==> config.mk <==
export PLATFORM = sky130hd
export DESIGN_NAME = sdram_cmd_queue
export DESIGN_NICKNAME = d
export VERILOG_FILES = /design/src/rtl/sdram_pkg.sv /design/src/rtl/sdram_fifo.sv /design/src/rtl/sdram_cmd_queue.sv
export SDC_FILE = /design/constraint.sdc
export NUM_CORES = 1
export LEC_CHECK = 0
export CAP_MARGIN = 20
export CORE_MARGIN = 2
export CORE_UTILIZATION = 60
export CTS_CLUSTER_DIAMETER = 100
export CTS_CLUSTER_SIZE = 16
export DETAILED_ROUTE_END_ITERATION = 10
export PLACE_DENSITY = 0.86
export SYNTH_ARGS = -nofsm -noshare
export SYNTH_HDL_FRONTEND = slang
export SYNTH_SLANG_ARGS = --single-unit
export TNS_END_PERCENT = 50
==> constraint.sdc <==
create_clock -name clk -period 7.74 [get_ports clk]
set_clock_uncertainty 0.1 [all_clocks]
set_input_delay 1.935 -clock clk [delete_from_list [all_inputs] [get_ports clk]]
set_output_delay 1.935 -clock clk [all_outputs]
set_load 0.1 [all_outputs]
==> src/rtl/sdram_pkg.sv <==
// Shared SDRAM request types and address-field helpers.
// No logic, no latency.
package sdram_pkg;

    localparam int BANK_W = 2;
    localparam int ROW_W  = 14;
    localparam int COL_W  = 10;
    localparam int DATA_W = 16;
    localparam int ADDR_W = BANK_W + ROW_W + COL_W;

    typedef struct packed {
        logic              we;
        logic [BANK_W-1:0] bank;
        logic [ROW_W-1:0]  row;
        logic [COL_W-1:0]  col;
        logic [DATA_W-1:0] wdata;
    } sdram_cmd_t;

    // Flat addresses are packed {bank, row, col}, bank in the MSBs.
    function automatic logic [BANK_W-1:0] addr_bank(input logic [ADDR_W-1:0] addr);
        return addr[ADDR_W-1 -: BANK_W];
    endfunction

    function automatic logic [ROW_W-1:0] addr_row(input logic [ADDR_W-1:0] addr);
        return addr[COL_W +: ROW_W];
    endfunction

    function automatic logic [COL_W-1:0] addr_col(input logic [ADDR_W-1:0] addr);
        return addr[COL_W-1:0];
    endfunction

endpackage

==> src/rtl/sdram_fifo.sv <==
// Generic synchronous FIFO; a push is visible at the head one cycle later.
// Refuses pushes while full (no same-cycle bypass); flush wins over push and pop.
module sdram_fifo #(
    parameter int DEPTH = 8,
    parameter int WIDTH = 8
) (
    input  logic                     clk,
    input  logic                     rst,
    input  logic                     push,
    input  logic [WIDTH-1:0]         push_data,
    input  logic                     pop,
    input  logic                     flush,
    output logic [WIDTH-1:0]         pop_data,
    output logic                     full,
    output logic                     empty,
    output logic [$clog2(DEPTH):0]   level
);

    localparam int AW = $clog2(DEPTH);
    localparam logic [AW:0] LVL_FULL = (AW+1)'(DEPTH);

    logic [WIDTH-1:0] mem [DEPTH];
    logic [AW-1:0]    wr_ptr;
    logic [AW-1:0]    rd_ptr;
    logic             do_push;
    logic             do_pop;

    assign full     = (level == LVL_FULL);
    assign empty    = (level == '0);
    assign do_push  = push && !full && !flush;
    assign do_pop   = pop && !empty && !flush;
    assign pop_data = mem[rd_ptr];

    always_ff @(posedge clk) begin
        if (do_push) begin
            mem[wr_ptr] <= push_data;
        end
    end

    // Pointers wrap naturally because DEPTH is a power of two.
    always_ff @(posedge clk or negedge rst) begin
        if (!rst) begin
            wr_ptr <= '0;
            rd_ptr <= '0;
            level  <= '0;
        end else if (flush) begin
            wr_ptr <= '0;
            rd_ptr <= '0;
            level  <= '0;
        end else begin
            if (do_push) begin
                wr_ptr <= wr_ptr + 1'b1;
            end
            if (do_pop) begin
                rd_ptr <= rd_ptr + 1'b1;
            end
            case ({do_push, do_pop})
                2'b10:   level <= level + 1'b1;
                2'b01:   level <= level - 1'b1;
                default: level <= level;
            endcase
        end
    end

endmodule

==> src/rtl/sdram_cmd_queue.sv <==
// Request queue in front of the SDRAM controller: FIFO, read limit, open-row hint, read return.
// Push-to-cmd_valid 1 cycle, read data 1 cycle; req_ready drops when full, reads stall at MAX_RD.
module sdram_cmd_queue #(
    parameter int DEPTH  = 8,
    parameter int BANK_W = sdram_pkg::BANK_W,
    parameter int ROW_W  = sdram_pkg::ROW_W,
    parameter int COL_W  = sdram_pkg::COL_W,
    parameter int DATA_W = sdram_pkg::DATA_W,
    parameter int MAX_RD = 4
) (
    input  logic                          clk,
    input  logic                          rst,
    input  logic                          req_valid,
    output logic                          req_ready,
    input  logic                          req_we,
    input  logic [BANK_W+ROW_W+COL_W-1:0] req_addr,
    input  logic [DATA_W-1:0]             req_wdata,
    output logic                          cmd_valid,
    input  logic                          cmd_ready,
    output logic                          cmd_we,
    output logic [BANK_W-1:0]             cmd_bank,
    output logic [ROW_W-1:0]              cmd_row,
    output logic [COL_W-1:0]              cmd_col,
    output logic [DATA_W-1:0]             cmd_wdata,
    output logic                          cmd_row_hit,
    input  logic                          precharge_all,
    input  logic                          flush,
    input  logic                          ctl_rd_valid,
    input  logic [DATA_W-1:0]             ctl_rd_data,
    output logic                          usr_rd_valid,
    output logic [DATA_W-1:0]             usr_rd_data,
    output logic [$clog2(DEPTH):0]        level,
    output logic                          err
);

    import sdram_pkg::*;

    localparam int RD_W  = $clog2(MAX_RD + 1);
    localparam int NBANK = 1 << BANK_W;
    localparam logic [RD_W-1:0] RD_LIMIT = RD_W'(MAX_RD);

    sdram_cmd_t        push_cmd;
    sdram_cmd_t        head;
    logic              fifo_full;
    logic              fifo_empty;
    logic              push;
    logic              pop;
    logic              rd_pop;
    logic              head_blocked;
    logic [RD_W-1:0]   rd_cnt;
    logic [NBANK-1:0]  open_vld;
    logic [ROW_W-1:0]  open_row [NBANK];

    always_comb begin
        push_cmd       = '0;
        push_cmd.we    = req_we;
        push_cmd.bank  = addr_bank(req_addr);
        push_cmd.row   = addr_row(req_addr);
        push_cmd.col   = addr_col(req_addr);
        push_cmd.wdata = req_wdata;
    end

    assign req_ready    = !fifo_full;
    assign push         = req_valid && req_ready;
    // Only reads count against the outstanding limit; a write at the head always issues.
    assign head_blocked = !head.we && (rd_cnt == RD_LIMIT);
    assign cmd_valid    = !fifo_empty && !head_blocked;
    assign pop          = cmd_valid && cmd_ready;
    assign rd_pop       = pop && !head.we;

    sdram_fifo #(
        .DEPTH (DEPTH),
        .WIDTH ($bits(sdram_cmd_t))
    ) u_fifo (
        .clk       (clk),
        .rst       (rst),
        .push      (push),
        .push_data (push_cmd),
        .pop       (pop),
        .flush     (flush),
        .pop_data  (head),
        .full      (fifo_full),
        .empty     (fifo_empty),
        .level     (level)
    );

    assign cmd_we      = head.we;
    assign cmd_bank    = head.bank;
    assign cmd_row     = head.row;
    assign cmd_col     = head.col;
    assign cmd_wdata   = head.wdata;
    assign cmd_row_hit = cmd_valid && open_vld[head.bank] && (open_row[head.bank] == head.row);

    // Read data with nothing outstanding is a controller protocol error; the count saturates at 0.
    always_ff @(posedge clk or negedge rst) begin
        if (!rst) begin
            rd_cnt <= '0;
            err    <= 1'b0;
        end else begin
            if (ctl_rd_valid && (rd_cnt == '0)) begin
                err <= 1'b1;
            end
            if (rd_pop && !ctl_rd_valid) begin
                rd_cnt <= rd_cnt + 1'b1;
            end else if (!rd_pop && ctl_rd_valid && (rd_cnt != '0)) begin
                rd_cnt <= rd_cnt - 1'b1;
            end
        end
    end

    // A precharge coinciding with a pop still leaves the popped bank open.
    always_ff @(posedge clk or negedge rst) begin
        if (!rst) begin
            open_vld <= '0;
        end else begin
            if (precharge_all) begin
                open_vld <= '0;
            end
            if (pop) begin
                open_vld[head.bank] <= 1'b1;
            end
        end
    end

    always_ff @(posedge clk) begin
        if (pop) begin
            open_row[head.bank] <= head.row;
        end
    end

    always_ff @(posedge clk or negedge rst) begin
        if (!rst) begin
            usr_rd_valid <= 1'b0;
            usr_rd_data  <= '0;
        end else begin
            usr_rd_valid <= ctl_rd_valid;
            usr_rd_data  <= ctl_rd_data;
        end
    end

endmodule

==> results of run 1 <==
[power breakdown]
group | total [mW] | internal [mW] | switching, mW | leakage (nW)
combinational | 2.42 | 0.827 | 1.60 | 1.83
sequential | 2.88 | 2.76 | 0.113 | 4.04
clock | 1.45 | 0.733 | 0.720 | 0.408
total | 6.75 | 4.32 | 2.43 | 6.28
[per-stage QoR]
step | utilization, % | total power [mW] | cells
6_report | 70.5 | 6.75 | 1308
2_1_floorplan | - | 4.81 | 762
5_1_grt | 70.5 | 7.01 | 1306
3_3_place_gp | 67.3 | 5.31 | 1260
4_1_cts | 70.4 | 6.81 | 1305
3_5_place_dp | 67.3 | 5.36 | 1260
[cells by family after synthesis]
| family | Yosys count | synth area share, % |
|---|---|---|
| XOR/XNOR | 19 | 0.997 |
| adder cells (fa/ha/maj) | 6 | 0.540 |
| flip-flops | 435 | 77.2 |
| AND/OR/NAND/NOR | 66 | 1.82 |
| buffers and inverters | 38 | 1.08 |
| multiplexers | 171 | 17.2 |
| AO/OA/AOI/OAI | 27 | 1.15 |
[placed cells by master (no fill, tap or decap), types with 6 or more instances in the layout]
master           instances
mux4_2                  87
buf_4                   20
xnor2_1                 13
nor2_1                  20
clkbuf_1                12
inv_1                    6
edfxtp_1               400
clkdlybuf4s50_1        132
a21oi_1                  7
xor2_1                   6
dfrtp_1                 32
mux2_2                  41
nand2_1                 15
nor2_4                   6
clkbuf_16               31
mux2i_1                 41
[routing by layer]
metal	wire (um)	vias up	GRT usage, %
li1	-	3402	-
met1	12900	4145	29.8
met2	16000	270	38.1
met3	2020	35	4.42
met4	555	0	5.72
met5	0	-	0
[critical path: cells and delay by family (launching register included)]
kind | cells | cell delay [ns]
muxes | 2 | 0.98
buffers and inverters | 2 | 1.01
and+or+nand+nor | 3 | 0.82
AOI/OAI and AO/OA | 2 | 0.41
DFF | 1 | 0.66
[flip-flops by register name, indices dropped and copies added (netlist names)]
register       flops
usr_rd_valid       1
open_vld           4
u_fifo.level       4
usr_rd_data       16
u_fifo.wr_ptr      3
open_row          56
u_fifo.mem       344
err                1
u_fifo.rd_ptr      3
rd_cnt             3
[final timing paths]
path | end | startpoint | slack [ns]
max | cmd_row_hit | u_fifo.rd_ptr[0] | 1.22
min | err | err | 0.38
max reg2reg | u_fifo.level[3] | u_fifo.rd_ptr[2] | 4.15
min reg2reg | err | err | 0.38
max in group asynchronous | u_fifo.rd_ptr[0] | rst | 5.51
min in group asynchronous | open_vld[3] | rst | 1.69
[final cells by class]
type                    instances  area, um^2
diodes                          2        5.00
clock buffers                  43         821
clock inverters                 2        25.0
fillers                      1606        8130
inverters                       6        22.5
multi-input cells             289        3690
flip-flops and latches        435       12900
well taps                     378         473
repair buffers                153        1500
[synthesized netlist by cell type (2+ instances only)]
cell	instances	area share [%]
clkbuf_1	17	0.38
nor3_1	7	0.21
o21ai_0	3	0.090
xor2_1	6	0.31
mux4_2	87	12
ha_1	4	0.30
inv_1	6	0.13
buf_2	9	0.27
nand4_1	2	0.075
nor2_1	26	0.58
nor3b_1	2	0.090
a21o_1	5	0.22
or3_1	2	0.075
nand3_1	3	0.090
nand2b_1	4	0.15
nand2_1	15	0.34
xnor2_1	13	0.68
mux2i_1	42	2.5
a21oi_1	7	0.21
dfrtp_1	35	5.2
buf_4	3	0.13
mux2_2	41	2.8
a31oi_1	2	0.075
edfxtp_1	400	72
buf_6	2	0.13
fa_1	2	0.24
==> summary.md, run 1 <==
| Metric | Value |
|---|---|
| Residual DRC | `0` |
| CTS Hold Bufs | `0` |
| CORE AREA | `between 20000 and 30000 um^2` |
| Total track usage | `22.2%` |
| CTS tree | `built` |
| CP max FO | `37` |
| Worst EP arrival | `about 4.5 ns` |
| Pin count of the biggest net entering global routing | `between 50 and 60` |
| Die ar. | `29200 um^2` |
| WHS Path Cells | `1` |
| Final WS setup | `approximately 1.2 ns` |
| Postcts setup bufs | `0` |
| Post-route cell area | `around 20000 um^2` |
| Cts repair resizes | `0` |
| Min-delay worst type | `flop to flop` |
| Critical path required time | `~5.7 ns` |
| Status | `completed` |
| Cell Area, Synth | `16700 um^2` |
| Slew headroom | `27.7%` |
| Crit-path slowest cell | `buf_4` |
| Placed Area | `between 15000 and 20000 um^2` |
| Top-Level Pins | `~130` |
| Static leakage | `6.28 nW` |
| Max-Cap Viols | `0` |
| DRT Wirelength | `31.4 mm` |
| Asr flop ratio synth | `under 10%` |
| DR vias | `between 7k and 8k` |
| Crit path time final | `~6.5 ns` |
| Yosys reg bits | `around 440` |
| Fin nets | `just under 1k` |
| RSZ-0062 raised after global routing | `false` |
| Initial DRC count | `between 500 and 600` |
| Crit. End Element | `output port` |
| Chip height | `around 170 um` |
| Critical Path, Cell by Cell | `buf_4 > mux4_2 > mux2_2 > and3_1 > a311oi_1 > nand4_1 > or4_1 > a221oi_2 > buf_4` |
| Insertion delay to the later sink of the worst-skew pair | `~0.57 ns` |
| Post-DP HPWL | `about 18 mm` |
| Worst path max stage delay | `just under 0.7 ns` |
| Measured slew at the worst slew-check pin | `1.08 ns` |
| Syn Area/Cell | `~22 um^2` |
| Netlist cell types | `between 40 and 50` |
| Max frequency | `around 150 MHz` |
| CP dominant cell by count | `buf_4` |
| Share of cells above drive strength 1 | `21.7%` |
| YS warnings | `0` |
| Worst hold margin | `0.377 ns` |
| Top_reg_cell synth | `edfxtp_1` |
| Sequential area share after synthesis | `between 70% and 80%` |
| First-pass GRT wire length | `between 40 and 50 mm` |
| DR WL/cell | `24.0 um` |
| PwrDens | `347 nW/um^2` |
| Initial DRT Pass Iterations | `5` |
| Maximum vdd drop | `about 0.0003 V` |
| Initial antenna violation count | `0` |
| Final period util | `between 80% and 90%` |
| Worst Setup Start Kind | `flop` |
| CTS HTree Levels | `1` |
| Clk slew on worst S/H paths | `around 0.070 ns` |
| Clk buf depth | `3` |
| GR Overflow Total | `0` |
| Number of global-route vias before repair | `8235` |
| Final setup TNS | `0 ns` |
| Via density | `roughly 6` |
| Std cell rows | `61` |
| Final Hold Viols | `0` |
| WS Path Type | `flop to output port` |
| Initial core utilization | `approximately 61%` |
| Port Buffers | `between 100 and 150` |
| CTS Sinks | `about 440` |
| Die width | `between 150 and 200 um` |
| Antenna viol nets, final | `0` |
| Mapped Cells | `762` |
| Gpl congestion | `between 0.7 and 0.8` |
| P&R area growth vs syn | `16.4%` |
| Net Count, Synth | `834` |
| Final setup vio count | `0` |
| Pre-CTS setup slack | `about 1.8 ns` |
| Pins Over Slew Limit | `0` |
| CTS Buf Count | `31` |
| Post-synth EDFFs | `400` |
| Root Driver | `clkbuf_16` |
| Worst R2R Path Depth | `11` |
Power figures use the tool's default switching activity.
==> inputs of run 2 (changes only) <==
Settings changed: CORE_UTILIZATION 60 to 58, PLACE_DENSITY 0.86 to 0.84.
Clock period 7.74 ns to 6.7 ns, I/O delays scaled along.
==> run 2 against run 1 <==
Against the previous run:
- non-clock buffer count did not move
- global-route usage fell by 0.95 points
- critical path type unchanged
- final cell count rose by 0.31%
==> summary.md, run 2 (synthesis results as in run 1) <==
| Metric | Value |
|---|---|
| Status | `completed` |
| Root Driver | `clkbuf_16` |
| Die width | `about 170 um` |
| Number of global-route vias before repair | `approximately 8k` |
| Measured slew at the worst slew-check pin | `around 1.1 ns` |
| Clk buf depth | `3` |
| Pins Over Slew Limit | `0` |
| Share of cells above drive strength 1 | `between 20% and 30%` |
| Max-Cap Viols | `0` |
| Std cell rows | `62` |
| DR WL/cell | `24.3 um` |
| WS Path Type | `flop to output port` |
| Pre-CTS setup slack | `0.827 ns` |
| Max frequency | `around 160 MHz` |
| CTS Hold Bufs | `0` |
| Fin nets | `988` |
| Placed Area | `roughly 19000 um^2` |
| Most frequent cells in the layout | `edfxtp_1, clkdlybuf4s50_1, mux4_2, mux2_2, mux2i_1` |
| Postcts setup bufs | `0` |
| Crit. End Element | `output port` |
| Max reg flops | `344` |
| Pin count of the biggest net entering global routing | `60` |
| Final setup vio count | `0` |
| Final setup TNS | `0 ns` |
| Total track usage | `21.3%` |
| CORE AREA | `about 29000 um^2` |
| GR Overflow Total | `0` |
| CTS tree | `built` |
| CTS HTree Levels | `1` |
| Port Buffers | `between 100 and 150` |
| P&R area growth vs syn | `16.5%` |
| Slew headroom | `between 20 and 30%` |
| CTS Sinks | `435` |
| First-pass GRT wire length | `roughly 48 mm` |
| Top-Level Pins | `between 100 and 150` |
| DR vias | `7812` |
| PwrDens | `between 400 and 500 nW/um^2` |
| Top flop regs | `u_fifo.mem (344), open_row (56), usr_rd_data (16)` |
| Initial DRT Pass Iterations | `4` |
| Min-delay worst type | `flop to flop` |
| Reg with most FFs | `u_fifo.mem` |
| Maximum vdd drop | `between 0.0003 and 0.0004 V` |
| Final Hold Viols | `0` |
| Residual DRC | `0` |
| Clk slew on worst S/H paths | `0.07 ns` |
| RSZ-0062 raised after global routing | `false` |
| Initial DRC count | `approximately 730` |
| Final period util | `a little over nine tenths` |
| Antenna viol nets, final | `0` |
| Crit path time final | `6.36 ns` |
| Static leakage | `about 6.3 nW` |
| Insertion delay to the later sink of the worst-skew pair | `just under 0.6 ns` |
| Cts repair resizes | `0` |
| CTS Buf Count | `31` |
| Worst EP arrival | `approximately 4.6 ns` |
| Die ar. | `around 30000 um^2` |
| Most common cell after layout, fill and taps aside | `edfxtp_1` |
| Via density | `5.95` |
| Gpl congestion | `approximately 0.74` |
| Post-route cell area | `around 19000 um^2` |
| CP max FO | `40` |
| Critical path required time | `between 4 and 5 ns` |
| Chip height | `between 150 and 200 um` |
| Initial core utilization | `between 50% and 60%` |
| Initial antenna violation count | `2` |
| Fill count | `1796` |
| DRT Wirelength | `between 30 and 40 mm` |
| Worst Setup Start Kind | `flop` |
| Post-DP HPWL | `18.6 mm` |
| Final WS setup | `~0.34 ns` |
## run 2: critical path, stage by stage (launching register included)
cell and delay, ns:
dfrtp_4 0.61, buf_4 0.69, buf_4 0.70, mux4_2 0.60, mux2_2 0.37, clkdlybuf4s50_1 1.00
## run 2: final timing paths
check	start	end	slack, ns	cells past startpoint
worst max-delay path	u_fifo.rd_ptr[0]	cmd_row[3]	0.34	5
worst min-delay path	err	err	0.38	1
worst max register to register	u_fifo.rd_ptr[0]	u_fifo.level[3]	2.40	12
worst min register to register	err	err	0.38	1
max in group asynchronous	rst	u_fifo.rd_ptr[1]	4.72	2
min in group asynchronous	rst	usr_rd_data[7]	1.43	2
## run 2: per-layer routing
layer  vias to the layer above  GRT usage [%]  wire (um)
met5                         -              0         13
met4                         2           4.38        628
met3                        54           3.99       2080
met2                       269           36.7      16200
met1                      4080           29.0      13000
li1                       3407              -          -
## run 2: power by group
group	total [mW]	switching [mW]	internal [mW]
registers	3.30	0.111	3.19
clock network	1.69	0.847	0.848
logic	2.83	1.87	0.960
total	7.83	2.82	5.00
## run 2: final cells by class
type / instances / area [um^2] / share of cell area (%)
Antenna cell: 1 / 2.50 / 0.0129
Tap cell: 384 / 480 / 2.47
Multi-Input combinational cell: 289 / 3690 / 19.0
Inverter: 6 / 22.5 / 0.116
Clock inverter: 2 / 36.3 / 0.187
Timing Repair Buffer: 153 / 1490 / 7.67
Sequential cell: 435 / 12900 / 66.4
Clock buffer: 42 / 817 / 4.20
## run 2: stage by stage
step,cells,utilization [%],power [mW],hold slack [ns]
final,1312,68.1,7.83,0.385
after CTS,1311,68.1,7.89,0.383
after floorplan,762,-,5.56,0.344
after global placement,1267,65.1,6.14,0.353
after global routing,1311,68.1,8.10,0.406
after detailed placement,1267,65.1,6.20,0.367
==> inputs of run 3 (changes only) <==
Settings changed: CORE_UTILIZATION 58 to 60, CTS_BUF_LIST set to sky130_fd_sc_hd__clkbuf_8, PLACE_DENSITY 0.84 to 0.86, SKIP_CTS_REPAIR_TIMING set to 1.
==> run 3 against run 2 <==
Against the previous run:
- sequential cell count unchanged
- die area down 3.3%
- maximum frequency up 4.3%
- critical path depth up 5
- final cell count down 0.38%
- clock-buffer cell count down 11
- register-to-register slack better by 0.17 ns
- critical path type unchanged
- critical endpoint is now cmd_row_hit
==> summary.md, run 3 (synthesis results as in run 1) <==
| Metric | Value |
|---|---|
| Status | `completed` |
| Worst EP arrival | `~4.3 ns` |
| Clk buf depth | `3` |
| Slew headroom | `slightly below 30%` |
| Fill count | `between 1.5k and 2k` |
| Initial DRC count | `around 650` |
| Final Hold Viols | `0` |
| Pins Over Slew Limit | `0` |
| Antenna viol nets, final | `0` |
| Worst Setup Start Kind | `flop` |
| Final WS setup | `~0.60 ns` |
| Insertion delay to the later sink of the worst-skew pair | `approximately 0.61 ns` |
| Std cell rows | `between 60 and 70` |
| CTS tree | `built` |
| Top-Level Pins | `roughly 130` |
| RSZ-0062 raised after global routing | `false` |
| CP max FO | `21` |
| Critical path required time | `approximately 4.9 ns` |
| Reg with most FFs | `u_fifo.mem` |
| Max reg flops | `roughly 340` |
| DRT Wirelength | `~30 mm` |
| Crit. End Element | `output port` |
| Final setup vio count | `0` |
| DR vias | `slightly below 8k` |
| Number of global-route vias before repair | `8300` |
| Chip height | `171 um` |
| Worst hold margin | `roughly 0.39 ns` |
| Pre-CTS setup slack | `1.23 ns` |
| Share of cells above drive strength 1 | `21.6%` |
| Final setup TNS | `0 ns` |
| Most frequent cells in the layout | `edfxtp_1, clkdlybuf4s50_1, mux4_2, mux2_2, mux2i_1` |
| Final period util | `between 90% and 100%` |
| Most common cell after layout, fill and taps aside | `edfxtp_1` |
| Root Driver | `clkbuf_8` |
| Min-delay worst type | `flop to flop` |
| Initial core utilization | `between 60% and 70%` |
| DR WL/cell | `~24 um` |
| Gpl congestion | `roughly 0.75` |
| Max frequency | `roughly 160 MHz` |
| Max-Cap Viols | `0` |
| Port Buffers | `roughly 130` |
| Register Area | `12900 um^2` |
| First-pass GRT wire length | `roughly 47 mm` |
| Crit path time final | `6.10 ns` |
| Static leakage | `between 6 and 7 nW` |
| Total track usage | `21.9%` |
| Post-DP HPWL | `about 19 mm` |
| Area of the multi-input gates | `between 3000 and 4000 um^2` |
| CORE AREA | `about 28000 um^2` |
| Via density | `between 5 and 6` |
| Fin nets | `987` |
| Die ar. | `slightly below 30000 um^2` |
| Die width | `between 150 and 200 um` |
| Maximum vdd drop | `0.000281 V` |
| Measured slew at the worst slew-check pin | `between 1 and 1.5 ns` |
| CTS Sinks | `435` |
| Clk slew on worst S/H paths | `around 0.1 ns` |
| CTS Buf Count | `31` |
| Initial antenna violation count | `3` |
| CTS HTree Levels | `1` |
| WS Path Type | `flop to output port` |
| GR Overflow Total | `0` |
| PwrDens | `between 300 and 400 nW/um^2` |
| Residual DRC | `0` |
| P&R area growth vs syn | `14.4%` |
| Final Util | `a little under 70%` |
| Top flop regs | `u_fifo.mem (344), open_row (56), usr_rd_data (16)` |
| Pin count of the biggest net entering global routing | `75` |
| Initial DRT Pass Iterations | `5` |
run 3: cell count changes in the layout (fill, tap and decap cells not counted), moves of 3 or more:
cell       delta
buf_4         -3
inv_1        +11
clkbuf_8     +31
clkbuf_16    -31
clkbuf_1     -11
run 3: worst paths after layout:
kind	startpoint	endpoint	slack, ns	cells after the start
worst max-delay path	u_fifo.rd_ptr[0]	cmd_row_hit	0.60	10
min in group asynchronous	rst	usr_rd_data[1]	1.37	2
max in group asynchronous	rst	u_fifo.rd_ptr[1]	4.78	2
worst min-delay path	open_vld[1]	open_vld[1]	0.39	1
worst max register to register	u_fifo.rd_ptr[0]	u_fifo.level[3]	2.57	12
worst min register to register	open_vld[1]	open_vld[1]	0.39	1
run 3: through the flow:
stage	std cells	cell area (um^2)	power (mW)
final	1307	19100	7.32
after global routing	1306	19100	7.61
after CTS	1304	19100	7.38
after detailed placement	1260	18600	6.21
after global placement	1260	18600	6.14
after floorplan	762	16700	5.56
run 3: where the power goes:
part	switching, mW	internal (mW)	total (mW)
Clock	0.766	0.430	1.20
Sequential	0.103	3.19	3.29
Combinational	1.86	0.967	2.83
Total	2.73	4.59	7.32
run 3: final cells by class:
| cell class | instances | area share, % |
|---|---|---|
| flip-flops and latches | 435 | 67.6 |
| multi-input cells | 289 | 19.3 |
| repair buffers | 152 | 7.90 |
| well taps | 378 | 2.48 |
| clock buffers | 31 | 2.24 |
| clock inverters | 13 | 0.360 |
| inverters | 6 | 0.118 |
| diodes | 3 | 0.0393 |
run 3: per-layer routing:
metal	vias up	routed length (um)	global-route usage (%)
li1	3400	-	-
met1	4091	12300	29.1
met2	285	15700	37.4
met3	46	2140	4.51
met4	0	657	5.98
met5	-	0	0
run 3: critical path, stage by stage (launching register included):
cell and delay [ns]:
dfrtp_4 0.64, mux4_2 0.58, mux2i_4 0.56, buf_12 0.27, mux2i_1 0.21, mux2i_1 0.11
xnor2_1 0.19, nand4_1 0.10, or4_1 0.55, a221oi_2 0.27, buf_12 0.22
